File: config.mk
export PLATFORM = sky130hd
export DESIGN_NAME = mandelbrot_pixel_scheduler
export DESIGN_NICKNAME = d
export VERILOG_FILES = /design/src/rtl/mandelbrot_pixel_scheduler.sv
export SDC_FILE = /design/constraint.sdc
export NUM_CORES = 1
export LEC_CHECK = 0
export ABC_AREA = 1
export CAP_MARGIN = 25
export CELL_PAD_IN_SITES_DETAIL_PLACEMENT = 0
export CELL_PAD_IN_SITES_GLOBAL_PLACEMENT = 1
export CORE_UTILIZATION = 29
export DETAILED_ROUTE_END_ITERATION = 12
export PLACE_DENSITY = 0.63
export SYNTH_ARGS = -nofsm -noshare
export SYNTH_HDL_FRONTEND = slang
export SYNTH_SLANG_ARGS = --single-unit
File: constraint.sdc
create_clock -name clk -period 2.7 [get_ports clk]
set_clock_uncertainty 0.15 [all_clocks]
set_input_delay 0.405 -clock clk [delete_from_list [all_inputs] [get_ports clk]]
set_output_delay 0.405 -clock clk [all_outputs]
set_load 0.005 [all_outputs]
File: src/rtl/mandelbrot_pixel_scheduler.sv
// rtl/mandelbrot_pixel_scheduler.sv - raster walker feeding one Mandelbrot iterator and writing colours to the framebuffer
module mandelbrot_pixel_scheduler #(
   parameter int W     = 27,
   parameter int H_RES = 640,
   parameter int V_RES = 480,
   parameter int AW    = 19
) (
   input  logic          clk,
   input  logic          reset,
   input  logic          start,
   input  logic [W-1:0]  cr_start,
   input  logic [W-1:0]  ci_start,
   input  logic [W-1:0]  step,
   input  logic [15:0]   max_iter_in,
   output logic [W-1:0]  cr,
   output logic [W-1:0]  ci,
   output logic [15:0]   max_iterations,
   output logic          iter_reset,
   input  logic          iter_done,
   input  logic [15:0]   iterations,
   output logic          fb_we,
   output logic [AW-1:0] fb_addr,
   output logic [7:0]    fb_data,
   input  logic          fb_ready,
   output logic          busy,
   output logic          frame_done
);

   localparam int XW = (H_RES > 1) ? $clog2(H_RES) : 1;
   localparam int YW = (V_RES > 1) ? $clog2(V_RES) : 1;

   typedef enum logic [2:0] {
      ST_IDLE,
      ST_LAUNCH,
      ST_GUARD,
      ST_WAIT,
      ST_WRITE,
      ST_FIN
   } state_t;

   state_t        state_q, state_d;
   logic [W-1:0]  cr_q, cr_d;
   logic [W-1:0]  ci_q, ci_d;
   logic [W-1:0]  cr_start_q, cr_start_d;
   logic [W-1:0]  step_q, step_d;
   logic [15:0]   max_iter_q, max_iter_d;
   logic [XW-1:0] x_q, x_d;
   logic [YW-1:0] y_q, y_d;
   logic [AW-1:0] fb_addr_q, fb_addr_d;
   logic [7:0]    fb_data_q, fb_data_d;
   logic          fb_we_q, fb_we_d;
   logic          busy_q, busy_d;

   logic [7:0]    colour;
   logic          last_col;
   logic          last_pixel;

   // Pixels inside the set are black; escaped pixels must never alias to black.
   always_comb begin
      colour = iterations[7:0];
      if (iterations >= max_iter_q) begin
         colour = 8'h00;
      end else if (iterations[7:0] == 8'h00) begin
         colour = 8'h01;
      end
   end

   assign last_col   = (x_q == XW'(H_RES - 1));
   assign last_pixel = last_col && (y_q == YW'(V_RES - 1));

   always_comb begin
      state_d    = state_q;
      cr_d       = cr_q;
      ci_d       = ci_q;
      cr_start_d = cr_start_q;
      step_d     = step_q;
      max_iter_d = max_iter_q;
      x_d        = x_q;
      y_d        = y_q;
      fb_addr_d  = fb_addr_q;
      fb_data_d  = fb_data_q;
      fb_we_d    = fb_we_q;
      busy_d     = busy_q;

      case (state_q)
         ST_IDLE: begin
            if (start) begin
               cr_start_d = cr_start;
               step_d     = step;
               max_iter_d = max_iter_in;
               cr_d       = cr_start;
               ci_d       = ci_start;
               x_d        = '0;
               y_d        = '0;
               fb_addr_d  = '0;
               busy_d     = 1'b1;
               state_d    = ST_LAUNCH;
            end
         end
         ST_LAUNCH: state_d = ST_GUARD;
         // The iterator's done level still reflects the previous pixel here.
         ST_GUARD:  state_d = ST_WAIT;
         ST_WAIT: begin
            if (iter_done) begin
               fb_data_d = colour;
               fb_we_d   = 1'b1;
               state_d   = ST_WRITE;
            end
         end
         ST_WRITE: begin
            if (fb_ready) begin
               fb_we_d = 1'b0;
               if (last_pixel) begin
                  state_d = ST_FIN;
               end else begin
                  if (!last_col) begin
                     x_d  = x_q + XW'(1);
                     cr_d = cr_q + step_q;
                  end else begin
                     x_d  = '0;
                     y_d  = y_q + YW'(1);
                     cr_d = cr_start_q;
                     ci_d = ci_q - step_q;
                  end
                  fb_addr_d = fb_addr_q + AW'(1);
                  state_d   = ST_LAUNCH;
               end
            end
         end
         ST_FIN: begin
            busy_d  = 1'b0;
            state_d = ST_IDLE;
         end
         default: state_d = ST_IDLE;
      endcase
   end

   always_ff @(posedge clk) begin
      if (!reset) begin
         state_q    <= ST_IDLE;
         cr_q       <= '0;
         ci_q       <= '0;
         cr_start_q <= '0;
         step_q     <= '0;
         max_iter_q <= '0;
         x_q        <= '0;
         y_q        <= '0;
         fb_addr_q  <= '0;
         fb_data_q  <= '0;
         fb_we_q    <= 1'b0;
         busy_q     <= 1'b0;
      end else begin
         state_q    <= state_d;
         cr_q       <= cr_d;
         ci_q       <= ci_d;
         cr_start_q <= cr_start_d;
         step_q     <= step_d;
         max_iter_q <= max_iter_d;
         x_q        <= x_d;
         y_q        <= y_d;
         fb_addr_q  <= fb_addr_d;
         fb_data_q  <= fb_data_d;
         fb_we_q    <= fb_we_d;
         busy_q     <= busy_d;
      end
   end

   assign cr             = cr_q;
   assign ci             = ci_q;
   assign max_iterations = max_iter_q;
   assign iter_reset     = (state_q == ST_LAUNCH);
   assign frame_done     = (state_q == ST_FIN);
   assign fb_we          = fb_we_q;
   assign fb_addr        = fb_addr_q;
   assign fb_data        = fb_data_q;
   assign busy           = busy_q;

endmodule

Word level (Yosys, flattened, before mapping). Cells that the tools add are included.

Add/subtract/negate cells: 5. Magnitude comparators: 1. Equal/unequal tests: 12. Muxes and demuxes: 36. Reduce and logical (&&, ||, !) cells: 13.

Operators by type and width (number): 27-bit two-way mux (8); 27-bit case mux with 2 select lines (2); 19-bit two-way mux (3); 10-bit two-way mux (4); 19-bit case mux with 2 select lines (1); 9-bit two-way mux (4); 27-bit adder (1); 27-bit subtractor (1); 10-bit case mux with 2 select lines (1); 19-bit by 1-bit adder with 19-bit output, second input constant (1); 9-bit case mux with 2 select lines (1); 16-bit >= comparator (1); 8-bit two-way mux (2); 3-bit case mux with 5 select lines (1); 3-bit two-way mux (4); 10-bit by 1-bit adder with 10-bit output, second input constant (1); 10-bit equality test, second input constant (1); 2-bit inequality test, second input constant (5); 9-bit by 1-bit adder with 9-bit output, second input constant (1); 9-bit equality test, second input constant (1); 8-bit logical NOT (1); 3-bit by 2-bit equality test with 1-bit output, second input constant (2); 3-bit equality test, second input constant (2); 2-bit AND reduction (3); 9 further kinds (15).

Flip-flop bits (word level): 175. Output and inout bits: 101. Logic and storage cells: 79.

Logic depth before layout (Yosys ltp). Gate-level depths: netlist (run 1).

Depth in word-level cells: 5. Depth in mapped cells: 15. Depth with buffers taken out: 15.

Worst setup path after synthesis (run 1). OpenSTA, ideal clock, no wires.

Kind: register -> register. From: register cr_q[0] (netlist: cr[0]). To: register cr_q[18] (netlist: cr[18]). Arrival: 1818 ps. Path slack: 610 ps. Stages on the path, launching flop included: 16. Clock period less this slack: 2090 ps. Cells stage by stage: dfxtp_1 > ha_1 > inv_1 > fa_1 > inv_1 > nand3_1 > nand2_1 > nand2_1 > nand2_1 > nand2_1 > nand2_1 > nand3_1 > nand2_1 > nand2_1 > nand3_1 > a21oi_1.

Word-level cells in the longest chain between the ends: 5.

Ends and longest elaborated chain: from (decl) (line 42) `logic [W-1:0] cr_q, cr_d;`; from (signal assigned) (line 154) `cr_q <= cr_d;`; 27-bit adder (line 118) `cr_d = cr_q + step_q;`; 27-bit two-way mux (line 116) `if (!last_col) begin`; 27-bit two-way mux (line 113) `if (last_pixel) begin`; 27-bit two-way mux (line 111) `if (fb_ready) begin`; 27-bit case mux with 2 select lines (line 85) `case (state_q)`.

No other way between the ends. The select of a mux whose other input is x is not followed. A chain may end at the register's enable or synchronous reset.

Worst setup path after layout (run 1).
From: register state_q[2]. To: output frame_done.

Word-level cells in the longest chain between the ends: 1.

Ends and longest elaborated chain: from (decl) (line 41) `state_t state_q, state_d;`; from (signal assigned) (line 153) `state_q <= state_d;`; 3-bit equality test (line 172) `assign frame_done = (state_q == ST_FIN);`; to (decl) (line 26) `output logic frame_done`.

No other way between the ends.

==> results.toml, run 1 <==
[layout]
drive_gt1_share_pct = 4.689
nFillCells = 4251
multi_input_area_sq_um = 6754
fin_nets = 2204
final_cell_mix = "nand2_1 (424), inv_1 (246), a21oi_1 (231)"
fin_area_sq_um = 14940
seqCellArea_sq_um = 3505
final_common_cell = "nand2_1"
diodes = 0
layout-area-overhead-vs-synth_pct = 29.79

[power_and_ir_drop]
switchingPower_uw = 6148
comb_power_share_pct = 52.7
switching_share_pct = 45.83
seq_power_share_pct = 26.7
clockPowerShare_pct = 20.6
p_int_uw = 7267
leakagePower_uw = 0.006312
finalPower_uw = 13410
power_density_nw_per_um2 = 897.9
peakVddDrop_mv = 0.4914

[timing]
post-route-period-util_pct = 89.90
final.setup.worst_slack_ns = 0.2727
rsz0062_at_grt = "false"
tightest_slew_ns = 0.6130
finalMaxSlewViolations = 0
finalSetupViolCount = 0
timing.fmax_mhz = 412.0
post-route-min-period_ns = 2.427
fin_setup_tns_ns = 0
final-hold-violation-count = 0
slew-limit-headroom_pct = 59.14

[floorplan]
ioPinCount = 219
die_x_um = 201.2
rows = 72
die_h_um = 201.2
core_sq_um = 38920
start_util_pct = 29.58
die_area_sq_um = 40490

[synth]
synth-seq-cells = 175
syn-instance-count = 1813
synth_area_per_cell_sq_um = 6.349
ys_types = 39
synth_nets = 2004
yosys_warnings = 0
synth_area_sq_um = 11510
seq_area_frac_synth_pct = 30.43

[grt]
grt_max_degree = 63
antenna_found_initial = 0
gr-total-overflow = 0
grt_pass1_vias = 11780
grt_pass1_wl_mm = 67.98
grt_usage_pct = 21.43

[critical_path]
reg2reg_from = "step_q[2]"
critPathLaunchType = "flip-flop"
required_ns = 2.14
critPathKind = "flip-flop to output pin"
cp-startpoint = "state_q[2]"
end_kind = "output pin"
crit_arrival_ns = 1.87
cp_max_fo = 6

[clock_tree]
cts_max_level = 4
cts_sinks = 175
holdBufCountCts = 0
cts_setup_buffers = 0
clk_pin_slew_ns = 0.08
clkLatencyLatePin_ns = 0.46
clock-root-buffer = "clkbuf_16"
cts_tree = "done"
clock_path_buffers = 2
cts-buffers-inserted = 17

[route]
drt_pass1_iterations = 6
route.detailed.drc = 0
detail_route.vias_per_cell = 4.791
first_iter_violations = 652
totalWireLength_mm = 43.08
vias = 12190
ant_nets = 0
drt-wirelength-per-cell_um = 16.94

[place]
dp_hpwl_mm = 33.67
routabilityCongestion = 0.9050
port_buffers = 218
pre_cts_ws_ns = 0.2338
place_area_sq_um = 14310

[worst_hold_path]
holdCritStartpoint = "reset"
holdCritPathClass = "primary input to flip-flop"

[outcome]
status = "finished, final reports clean"

[flow_run]
drv_cap = 0
==> per-stage QoR <==
stage | instances | hold slack (ns) | util (%)
5_1_grt | 2544 | 0.2581 | 38.39
3_3_place_gp | 2512 | 0.2877 | 36.76
6_report | 2544 | 0.2491 | 38.39
4_1_cts | 2544 | 0.2380 | 38.37
2_1_floorplan | 1813 | 0.2745 | -
3_5_place_dp | 2512 | 0.2922 | 36.76
==> flip-flops by register name, summed over array words and instances, names as in the netlist <==
register        flops
max_iterations     16
y_q                 9
fb_we               1
state_q             3
fb_addr            19
cr                 27
x_q                10
ci                 27
busy                1
step_q             27
fb_data             8
cr_start_q         27
==> cell families (layout without fill, tap and decap cells) <==
family	after synthesis	count (layout)	synth area share, %
and+or+nand+nor	779	779	28.43
xor gates and xnor gates	28	28	2.130
DFF	175	175	30.43
adders and majority gates	73	73	8.065
buffers and inverters	322	535	11.02
AOI/OAI and AO/OA	436	436	19.91
==> synth_stat cells <==
cell / instances / share of area (%)
buf_1: 6 / 0.20
buf_2: 15 / 0.65
o21a_1: 2 / 0.13
xnor2_1: 11 / 0.84
buf_4: 5 / 0.33
o21ai_1: 8 / 0.35
inv_2: 9 / 0.29
o211ai_1: 1 / 0.065
nand3b_1: 5 / 0.33
nor3_1: 29 / 1.3
o21ai_0: 152 / 6.6
nor2_4: 2 / 0.20
or2_2: 7 / 0.38
ha_1: 71 / 7.7
a21o_1: 5 / 0.33
a31oi_1: 5 / 0.27
o21bai_1: 3 / 0.20
xor2_1: 17 / 1.3
nand3_1: 96 / 4.2
a211oi_1: 26 / 1.7
fa_1: 2 / 0.35
nor3b_1: 4 / 0.26
inv_1: 246 / 8.0
buf_6: 3 / 0.29
a221oi_1: 2 / 0.15
nor2_1: 163 / 5.3
and2_1: 2 / 0.11
a31o_2: 1 / 0.076
clkbuf_1: 37 / 1.2
nand2_1: 426 / 14
nand4_1: 35 / 1.9
nand2_4: 1 / 0.098
a21oi_1: 231 / 10
nor3_2: 1 / 0.087
clkinv_1: 1 / 0.033
nor2_2: 6 / 0.33
nor4_1: 1 / 0.054
nand2_2: 1 / 0.054
dfxtp_1: 175 / 30
==> per-layer routing <==
layer	routed length, um	global-route usage [%]	up-vias
met5	0	0	-
met1	22210	31.21	5585
met3	1641	3.013	22
met2	18760	33.30	249
met4	472	4.545	0
li1	-	-	6333
==> power groups by stage <==
stage                     registers (uW)  logic, uW  clock network, uW
after global routing                3670       7990               2930
after CTS                           3590       7090               2860
after floorplan                     3480       4540                  0
after detailed placement            3650       7050                  0
final                               3590       7070               2760
after global placement              3650       7060                  0
==> worst paths after layout <==
check                                      end  slack [ns]  cells past startpoint
worst max-delay path                frame_done        0.27                      3
worst min-delay path                     cr[3]        0.25                      3
worst max register to register          ci[15]        0.33                     10
worst min register to register  cr_start_q[23]        0.31                      2
==> worst max-delay path: stages (launching register included) <==
cell,delay (ns)
dfxtp_1,0.46
inv_2,0.09
nor3_1,0.31
clkdlybuf4s50_1,0.57
==> area by class of cell <==
cell class / count / area share, %
Clock buffer: 17 / 2.847
Inverter: 256 / 6.432
Tap cell: 518 / 4.338
Sequential cell: 175 / 23.46
Multi-Input combinational cell: 1316 / 45.21
Timing Repair Buffer: 247 / 16.38
Clock inverter: 15 / 1.340
==> timing repair <==
item,CTS,global route
resized for setup,0,4
hold endpoints to repair,0,0
setup endpoints to repair,0,6
(Power assumes the default switching activity.)
==> run 2, diff against run 1 <==
--- a/config.mk
+++ b/config.mk
@@ -9,9 +9,9 @@
 export CAP_MARGIN = 25
 export CELL_PAD_IN_SITES_DETAIL_PLACEMENT = 0
 export CELL_PAD_IN_SITES_GLOBAL_PLACEMENT = 1
-export CORE_UTILIZATION = 29
+export CORE_UTILIZATION = 37
 export DETAILED_ROUTE_END_ITERATION = 12
-export PLACE_DENSITY = 0.63
+export PLACE_DENSITY = 0.79
 export SYNTH_ARGS = -nofsm -noshare
 export SYNTH_HDL_FRONTEND = slang
 export SYNTH_SLANG_ARGS = --single-unit
==> results.toml, run 2 (synthesis gave the netlist of run 1 again) <==
[outcome]
status = "finished, final reports clean"

[clock_tree]
clock-root-buffer = "clkbuf_16"
clk_pin_slew_ns = 0.08
cts_max_level = 4
cts_repair_resize_count = 0
clock_path_buffers = 2
cts_setup_buffers = 0
cts-buffers-inserted = 17
clkLatencyLatePin_ns = 0.44
cts_tree = "done"
holdBufCountCts = 0
cts_sinks = 175

[critical_path]
crit_arrival_ns = 2.69
required_ns = 2.93
critPathKind = "flip-flop to flip-flop"
cp_max_fo = 5
critPathLaunchType = "flip-flop"
end_kind = "flip-flop"

[timing]
final-hold-violation-count = 0
holdWs_ns = 0.3002
final.setup.worst_slack_ns = 0.2394
post-route-min-period_ns = 2.461
post-route-period-util_pct = 91.13
slew-limit-headroom_pct = 59.27
fin_setup_tns_ns = 0
rsz0062_at_grt = "false"
tightest_slew_ns = 0.6046
finalSetupViolCount = 0
finalMaxSlewViolations = 0
timing.fmax_mhz = 406.4

[layout]
fin_nets = 2204
final_cell_mix = "nand2_1 (425), inv_1 (246), a21oi_1 (231)"
postLayoutCoreUtil_pct = 48.22
multi_input_area_sq_um = 6746
nFillCells = 3187
layout-area-overhead-vs-synth_pct = 28.14
final_common_cell = "nand2_1"
drive_gt1_share_pct = 4.492
seqCellArea_sq_um = 3503
fin_cells = 2422
diodes = 0

[power_and_ir_drop]
leakagePower_uw = 0.006297
peakVddDrop_mv = 0.4839
power_density_nw_per_um2 = 883.9

[route]
first_iter_violations = 829
drt_pass1_iterations = 5
ant_nets = 0
route.detailed.drc = 0
drt-wirelength-per-cell_um = 16.22
detail_route.vias_per_cell = 5.066
totalWireLength_mm = 39.28
vias = 12270

[worst_hold_path]
holdCritPathClass = "flip-flop to flip-flop"

[place]
routabilityCongestion = 0.9460
place_inst = 2390
dp_hpwl_mm = 30.75
pre_cts_ws_ns = 0.2695
port_buffers = 218

[floorplan]
ioPinCount = 219
rows = 64
start_util_pct = 37.63
die_h_um = 178.4
die_area_sq_um = 31820
die_x_um = 178.4
core_sq_um = 30590

[grt]
use_met3_pct = 3.367
grt_max_degree = 139
antenna_found_initial = 1
gr-total-overflow = 0
grt_pass1_vias = 11330
grt_usage_pct = 24.58
grt_pass1_wl_mm = 60.67
met2_usage_pct = 39.26
busiest_layer = "met2"
grt_util_met1_pct = 34.12

[flow_run]
drv_cap = 0
-- run 2: power breakdown --
| part | switching [uW] | total [uW] | internal, uW |
|---|---|---|---|
| combinational | 4270 | 6900 | 2630 |
| clock | 1220 | 2560 | 1340 |
| sequential | 467 | 3580 | 3110 |
-- run 2: final timing paths --
kind	start	to	slack, ns	cells after the start
setup / recovery	step_q[3]	ci[15]	0.24	11
hold / removal	cr_start_q[3]	cr_start_q[3]	0.30	2
hold reg to reg	cr_start_q[3]	cr_start_q[3]	0.30	2
setup reg to reg	step_q[3]	ci[15]	0.24	11
-- run 2: routing by layer --
metal  wire length [um]  share of wire, %
met3               1707               4.3
met4                802               2.0
met1              19200                49
met5                 11             0.028
met2              17560                45
-- run 2: worst max-delay path, cell delays in order (launching register included) --
cell and delay (ns):
dfxtp_1 0.43, inv_1 0.10, ha_1 0.37, nand2_1 0.11, inv_1 0.08, nand2_1 0.08, o21ai_0 0.48, nand3_1 0.13
nand2_1 0.15, or2_2 0.12, nand3_1 0.06, a21oi_1 0.13
-- run 2: layout make-up --
type	count	share of cell area [%]
Timing Repair Buffer	247	16.66
Multi-Input combinational cell	1316	45.74
Tap cell	396	3.359
Clock inverter	14	1.001
Sequential cell	175	23.75
Inverter	256	6.515
Clock buffer	18	2.977
-- run 2: metrics by stage --
step	power, uW	instance area [sq um]
floorplan	8018	11510
global placement	10440	14160
detailed placement	10500	14160
CTS	13090	14750
global route	14160	14750
finish	13040	14750
==> run 3, diff against run 2 <==
--- a/config.mk
+++ b/config.mk
@@ -11,6 +11,7 @@
 export CELL_PAD_IN_SITES_GLOBAL_PLACEMENT = 1
 export CORE_UTILIZATION = 37
 export DETAILED_ROUTE_END_ITERATION = 12
+export HOLD_SLACK_MARGIN = 0.12
 export PLACE_DENSITY = 0.79
 export SYNTH_ARGS = -nofsm -noshare
 export SYNTH_HDL_FRONTEND = slang
==> results of run 3 <==
No change in the layout: final DEF, timing and power equal those of run 2.
